File: config.mk
export PLATFORM = sky130hd
export DESIGN_NAME = fxp_mul_pipe
export DESIGN_NICKNAME = d
export VERILOG_FILES = /design/src/rtl/fxp_mul_pipe.sv
export SDC_FILE = /design/constraint.sdc
export NUM_CORES = 1
export LEC_CHECK = 0
export ABC_AREA = 1
export BUFFER_PORTS_ARGS = -buffer_cell sky130_fd_sc_hd__buf_2
export CAP_MARGIN = 30
export CELL_PAD_IN_SITES_DETAIL_PLACEMENT = 0
export CELL_PAD_IN_SITES_GLOBAL_PLACEMENT = 1
export CORE_UTILIZATION = 53
export CTS_CLUSTER_DIAMETER = 30
export DETAILED_ROUTE_END_ITERATION = 6
export GPL_TIMING_DRIVEN = 0
export PLACE_DENSITY = 0.92
export SLEW_MARGIN = 20
export SYNTH_ARGS = -nofsm -noshare
export SYNTH_HDL_FRONTEND = slang
export SYNTH_SLANG_ARGS = --single-unit
File: constraint.sdc
create_clock -name clk -period 12.37 [get_ports clk]
set_input_delay 1.8555 -clock clk [delete_from_list [all_inputs] [get_ports clk]]
set_output_delay 1.8555 -clock clk [all_outputs]
set_load 0.01 [all_outputs]
File: src/rtl/fxp_mul_pipe.sv
// Pipelined signed fixed-point multiplier with optional half-up rounding and saturation.
// Define FXP_MUL_PIPE_INPUT_REG_EN to add an input register stage (latency 3 instead of 2).
module fxp_mul_pipe #(
  parameter int WIIA  = 8,
  parameter int WIFA  = 8,
  parameter int WIIB  = 8,
  parameter int WIFB  = 8,
  parameter int WOI   = 8,
  parameter int WOF   = 8,
  parameter int ROUND = 1
) (
  input  logic                   clk,
  input  logic                   rst,
  input  logic [WIIA+WIFA-1:0]   ina,
  input  logic [WIIB+WIFB-1:0]   inb,
  output logic [WOI+WOF-1:0]     out,
  output logic                   overflow
);

  localparam int WA = WIIA + WIFA;
  localparam int WB = WIIB + WIFB;
  localparam int PF = WIFA + WIFB;
  localparam int PW = WA + WB;
  localparam int OW = WOI + WOF;
  localparam int SH = (WOF >= PF) ? (WOF - PF) : 0;
  // One spare MSB beyond both the aligned product and the output keeps the
  // rounding carry and the saturation sign check unambiguous.
  localparam int AW = (((PW + SH) > OW) ? (PW + SH) : OW) + 1;

  logic [WA-1:0] a_s;
  logic [WB-1:0] b_s;

`ifdef FXP_MUL_PIPE_INPUT_REG_EN
  logic [WA-1:0] a_reg;
  logic [WB-1:0] b_reg;

  always_ff @(posedge clk) begin
    if (rst) begin
      a_reg <= '0;
      b_reg <= '0;
    end else begin
      a_reg <= ina;
      b_reg <= inb;
    end
  end

  assign a_s = a_reg;
  assign b_s = b_reg;
`else
  assign a_s = ina;
  assign b_s = inb;
`endif

  logic signed [PW-1:0] a_ext;
  logic signed [PW-1:0] b_ext;
  logic signed [PW-1:0] prod_next;
  logic signed [PW-1:0] prod_reg;

  // Both operands sign-extended to full product width, so -max * -max cannot wrap.
  assign a_ext     = PW'($signed(a_s));
  assign b_ext     = PW'($signed(b_s));
  assign prod_next = a_ext * b_ext;

  always_ff @(posedge clk) begin
    if (rst) begin
      prod_reg <= '0;
    end else begin
      prod_reg <= prod_next;
    end
  end

  logic signed [AW-1:0] al;

  generate
    if (WOF >= PF) begin : g_extend
      assign al = AW'(prod_reg) <<< SH;
    end else begin : g_drop
      localparam int DR = PF - WOF;
      logic          rnd_bit;
      logic [DR-1:0] dropped_unused;

      assign dropped_unused = prod_reg[DR-1:0];
      assign rnd_bit        = (ROUND != 0) ? prod_reg[DR-1] : 1'b0;
      assign al = AW'($signed(prod_reg[PW-1:DR])) + {{(AW-1){1'b0}}, rnd_bit};
    end
  endgenerate

  logic [AW-OW:0] top_bits;
  logic           fits;
  logic [OW-1:0]  out_next;
  logic           overflow_next;

  // Value fits when every bit from the output sign position upward agrees.
  assign top_bits = al[AW-1:OW-1];
  assign fits     = (&top_bits) | ~(|top_bits);

  always_comb begin
    out_next      = al[OW-1:0];
    overflow_next = 1'b0;
    if (!fits) begin
      overflow_next = 1'b1;
      out_next      = al[AW-1] ? {1'b1, {(OW-1){1'b0}}} : {1'b0, {(OW-1){1'b1}}};
    end
  end

  always_ff @(posedge clk) begin
    if (rst) begin
      out      <= '0;
      overflow <= 1'b0;
    end else begin
      out      <= out_next;
      overflow <= overflow_next;
    end
  end

endmodule

==> metrics.cfg, run 1 <==
[worst_setup_path]
cpMaxStageDelayCell = nor4_1
r2r_cells = 13
critPathRequiredTime_ps = 12590
cpMostUsedCell = fa_1
start_kind = input port
r2r_slack_ps = 9880
crit_family = adder cells
path_cells = clkbuf_1, clkbuf_1, nand2_1, fa_1, fa_1, fa_1, inv_1, fa_1, fa_1, inv_1, fa_1, inv_1, ha_1, nand2_1, nor4_1, nand3_1, nand3_1, a21oi_1, nand2_1, nand2_1, nor2_1
max_stage_delay_ps = 680
crit_arrival_ps = 8200
crit_cells = 21
criticalPathCategory = input port to flop
path_buf_inv = 5
cp_max_fo = 10
end_kind = flop

[die]
rows = 55
dieWidth_um = 154.7
ios = 51
core_um2 = 22780
start_util_pct = 54.26
fp.dieH_um = 154.7
dieArea_um2 = 23930

[timing]
grt_setup_unrepaired = no
finalMaxSlewViolations = 0
min_period_over_period_pct = 64.53
fin_tns_setup_ps = 0
fmax_ghz = 0.1253
tightest_slew_ps = 742.9
period_needed_ps = 7982
max_slew_margin_pct = 50.47
setup_viol = 0
hold_viol = 0
timing.final.ws_setup_ps = 4388
skew_ps = 5.219

[final_layout]
layoutNonFillerInstCount = 1964
fin_nets = 2026
nFillCells = 2140
multiInputGateArea_um2 = 9502
final_util_pct = 57.38
largest_register_ffs = 25
syn_to_final_growth_pct = 5.750
drive_gt1_share_pct = 4.906
register_area_um2 = 840.8
diodes = 0

[detailed_routing]
drc = 0
dr_total_vias = 9931
wl_per_cell_um = 15.65
wl_um = 30730
route.antenna.remaining_nets = 0
first_pass_iters = 6
vias_per_cell = 5.057
drt_iter0_markers = 743

[cts]
cts-root-buf = clkbuf_16
clkSinkCount = 42
ctsHtreeMaxLevel = 2
clk_pin_slew_ps = 60
cts_tree = done
cts_resized = 0
hold_buffers = 0
worstSkewPairLatency_ps = 280
numCtsBuffers = 5
post-cts-setup-buffers = 0
cts_max_path_buffers = 2

[synth]
synth_top_area_share_pct = 42.28
seq_area_frac_synth_pct = 6.803
syn_avg_cell_area_um2 = 7.639
netlist_top_cells_area = fa_1 (42%), inv_1 (14%), nand2_1 (12%)
netlist_area_um2 = 12360
synth_cell_types = 39
ys_seq_elements = 42
syn_inst = 1618
syn-num-nets = 1994
yosysWarnings = 0
yosysTopAreaCell = fa_1

[placement]
routabilityCongestion = 0.9009
dp_cells = 1956
pre_cts_slack_ps = 4277
numPortBuffers = 25
place.detailed.hpwl_um = 26820

[global_routing]
gr-total-overflow = 0
grt_max_degree = 15
gr-usage-all-layers_pct = 28.05
grt_pass1_vias = 10530
antenna_found_initial = 0
grt_first_pass_wirelength_um = 51610

[worst_hold_path]
hold_depth = 2
hp-class = flop to flop

[job]
maxCapViolCount = 0

[status]
status = finished clean

==> final cells by class <==
type                            count  share of cell area (%)
Buffer                             62                   1.962
Tap cell                          313                   2.996
Timing Repair Buffer               25                  0.9573
Clock inverter                      3                  0.5265
Inverter                          469                   13.47
Sequential cell                    42                   6.433
Multi-Input combinational cell   1045                   72.70
Clock buffer                        5                  0.9573
==> metal layers <==
metal / vias to the layer above / global-route usage, % / wire length, um
met5: - / 0 / 0
met2: 377 / 48.07 / 14510
li1: 4680 / - / -
met3: 53 / 3.923 / 2337
met1: 4821 / 37.31 / 13090
met4: 0 / 7.591 / 790
==> cell usage after synthesis (all sizes together) <==
cell type,number
dfxtp,42
nor3,7
a21boi,1
and2,1
clkbuf,59
buf,3
nor3b,1
a21o,4
o21ai,33
nor2,102
xnor2,14
a31oi,4
nand2,401
inv,469
o211ai,1
fa,261
ha,81
a211oi,3
xor2,14
or2,4
nor4,2
nand3,29
a21oi,67
o21a,6
o21bai,2
nand4,5
o221ai,1
o211a,1
==> per-stage QoR <==
step	hold WS, ps	area [um^2]
floorplan	492.3	12360
global placement	584.4	12880
detailed placement	598.5	12880
CTS	607.5	13070
global route	645.4	13070
finish	596.9	13070
==> logic make-up (layout without fill, tap and decap cells) <==
| logic type | Yosys count | after routing | synth area share (%) |
|---|---|---|---|
| buffers and inverters | 531 | 564 | 16.32 |
| DFF | 42 | 42 | 6.803 |
| AOI/OAI and AO/OA | 123 | 123 | 5.710 |
| xor gates and xnor gates | 28 | 28 | 1.984 |
| adders and majority gates | 342 | 342 | 50.48 |
| and+or+nand+nor | 552 | 552 | 18.71 |
==> worst reg2reg max path: stages (launching register included) <==
cell	delay [ps]
dfxtp_1	320
ha_1	260
ha_1	320
nand2_1	130
nor2_4	180
nand2_4	100
nor2_2	160
xnor2_1	140
nand3_1	100
nor2_1	140
nand2_2	100
nand2_2	140
buf_6	180
a21oi_1	80
==> worst paths after layout <==
| path | end | start |
|---|---|---|
| max | prod_reg[25] | ina[10] |
| min | out[15] | prod_reg[31] |
| max reg2reg | out[5] | prod_reg[8] |
| min reg2reg | out[15] | prod_reg[31] |
==> cells in the final DEF (no fill, tap or decap), types with 2 or more instances in the layout <==
master	instances
a21o_1	4
nor2_2	4
a21oi_2	9
inv_1	469
nand3_2	2
dfxtp_1	42
a211oi_1	3
o21ai_0	33
nor3_1	5
nor3_2	2
o21a_1	6
buf_2	25
a31oi_1	4
a21oi_1	58
nand2_2	14
ha_1	81
o21bai_1	2
bufinv_16	2
nand2_1	384
nand4_1	5
nor2_1	91
clkbuf_16	5
fa_1	261
xnor2_1	14
or2_2	4
nand3_1	26
nand2_4	3
clkbuf_1	59
xor2_1	14
nor2_4	6
nor4_1	2
Power of run 1 is left out: the tool's default activity adds up to more than one toggle a clock period on the data nets, which glitch-free logic cannot reach.
==> inputs of run 2 (changes only) <==
CORE_UTILIZATION = 44   (was 53)
PLACE_DENSITY = 0.82   (was 0.92)
clock period = 6.71 ns   (was 12.37 ns; I/O delays follow)
==> run 2 against run 1 <==
- register-to-register slack got worse by 5700 ps
- first-iteration DRC count decreased by 24%
- cell count is 3.1% higher
- core utilization down 8.7 points
- sequential share of layout area decreased by 0.098 points
- sequential cell count unchanged
- worst setup slack worse by 4300 ps
- critical path type unchanged
- critical endpoint unchanged
==> metrics.cfg, run 2 (synthesized netlist as in run 1, its figures left out) <==
[timing]
hold_viol = 0
period_needed_ps = 6573
finalMaxSlewViolations = 0
timing.final.ws_setup_ps = 137.4
fin_tns_setup_ps = 0
skew_ps = 4.034
fmax_ghz = 0.1521
tightest_slew_ps = 631.5
min_period_over_period_pct = 97.95
whs_ps = 585.3
grt_setup_unrepaired = yes
max_slew_margin_pct = 57.90
setup_viol = 0

[detailed_routing]
route.antenna.remaining_nets = 0
dr_total_vias = 9766
wl_um = 30830
first_pass_iters = 5
vias_per_cell = 4.823
drt_iter0_markers = 564
wl_per_cell_um = 15.23
drc = 0

[worst_setup_path]
crit_arrival_ps = 6750
end_kind = flop
r2r_slack_ps = 4150
start_kind = input port
cp_max_fo = 10
critPathRequiredTime_ps = 6890
r2r-start = prod_reg[7]
criticalPathCategory = input port to flop
r2r_end = out[5]
r2r_cells = 13

[global_routing]
grt_first_pass_wirelength_um = 51470
antenna_found_initial = 0
gr-usage-all-layers_pct = 23.30
grt_pass1_vias = 10080
gr-total-overflow = 0
grt_max_degree = 15

[die]
fp.dieH_um = 169.6
dieArea_um2 = 28760
start_util_pct = 45.35
dieWidth_um = 169.6
core_um2 = 27250
rows = 60
ios = 51

[worst_hold_path]
min_from = prod_reg[31]
hp-class = flop to flop
hold_depth = 2
hold_end = out[15]

[final_layout]
largest_register_ffs = 25
diodes = 0
register_area_um2 = 840.8
syn_to_final_growth_pct = 7.380
drive_gt1_share_pct = 8.469
fin_nets = 2028
multiInputGateArea_um2 = 9552
nFillCells = 2772
final_util_pct = 48.70
final_cell_mix = inv_1 (469), nand2_1 (383), fa_1 (259), nor2_1 (91), ha_1 (81)
layout.cells.most_common = inv_1

[placement]
numPortBuffers = 25
place.detailed.hpwl_um = 27210
routabilityCongestion = 0.9012
pre_cts_slack_ps = -563.5

[cts]
hold_buffers = 0
cts_tree = done
numCtsBuffers = 5
clk_pin_slew_ps = 60
cts-root-buf = clkbuf_16
clkSinkCount = 42
ctsHtreeMaxLevel = 2
worstSkewPairLatency_ps = 280
cts_max_path_buffers = 2

[status]
status = finished clean

[job]
maxCapViolCount = 0

[run 2: area by class of cell]
| cell class | instances | share of cell area [%] |
|---|---|---|
| inverter | 469 | 13.26 |
| timing repair buffer | 29 | 1.169 |
| buffer | 60 | 2.479 |
| clock buffer | 5 | 0.9428 |
| multi-input combinational | 1045 | 71.97 |
| tap | 372 | 3.507 |
| sequential | 42 | 6.335 |
| clock inverter | 3 | 0.3300 |
[run 2: metal layers]
layer / up-vias / global-route usage (%) / routed length, um
met5: - / 0 / 0
met4: 0 / 4.544 / 620
met3: 33 / 2.799 / 1536
met2: 265 / 38.93 / 14400
met1: 4768 / 32.59 / 14280
li1: 4700 / - / -
[run 2: what timing repair did]
| action | in CTS | in global routing |
|---|---|---|
| gates resized for setup | 19 | 90 |
| pin swaps | 0 | 1 |
| endpoints found under the hold margin | 0 | 0 |
| endpoints found under the setup margin | 14 | 17 |
| setup buffers | 0 | 4 |
[run 2: worst max-delay path: stages]
cell and delay (ps):
clkbuf_1 420, clkbuf_2 350, nand2_1 110, fa_1 510, inv_1 60, fa_1 550
fa_1 430, fa_1 460, fa_1 490, inv_1 50, fa_1 510, inv_1 50
ha_1 340, a21oi_1 240, o21ai_0 200, a21oi_1 320, nand3_1 230, a21oi_1 240
nand2_1 70, nand2_1 60, nor2_1 40
[run 2: worst max path at each step]
stage / startpoint / end / slack (ps) / cells after the start
6_report: inb[11] / prod_reg[25] / 140 / 21
5_1_grt: inb[11] / prod_reg[25] / -50 / 21
4_1_cts: ina[3] / prod_reg[19] / 1 / 23
3_5_place_dp: ina[15] / prod_reg[24] / -560 / 21
3_3_place_gp: ina[13] / prod_reg[25] / -620 / 21
2_1_floorplan: inb[3] / prod_reg[24] / 380 / 21
[run 2: through the flow]
stage | area (um^2) | cells
final | 13270 | 2025
after global routing | 13270 | 2025
after CTS | 13150 | 2023
after detailed placement | 12950 | 2015
after global placement | 12950 | 2015
after floorplan | 12360 | 1618
Power of run 2 is left out for the same reason.
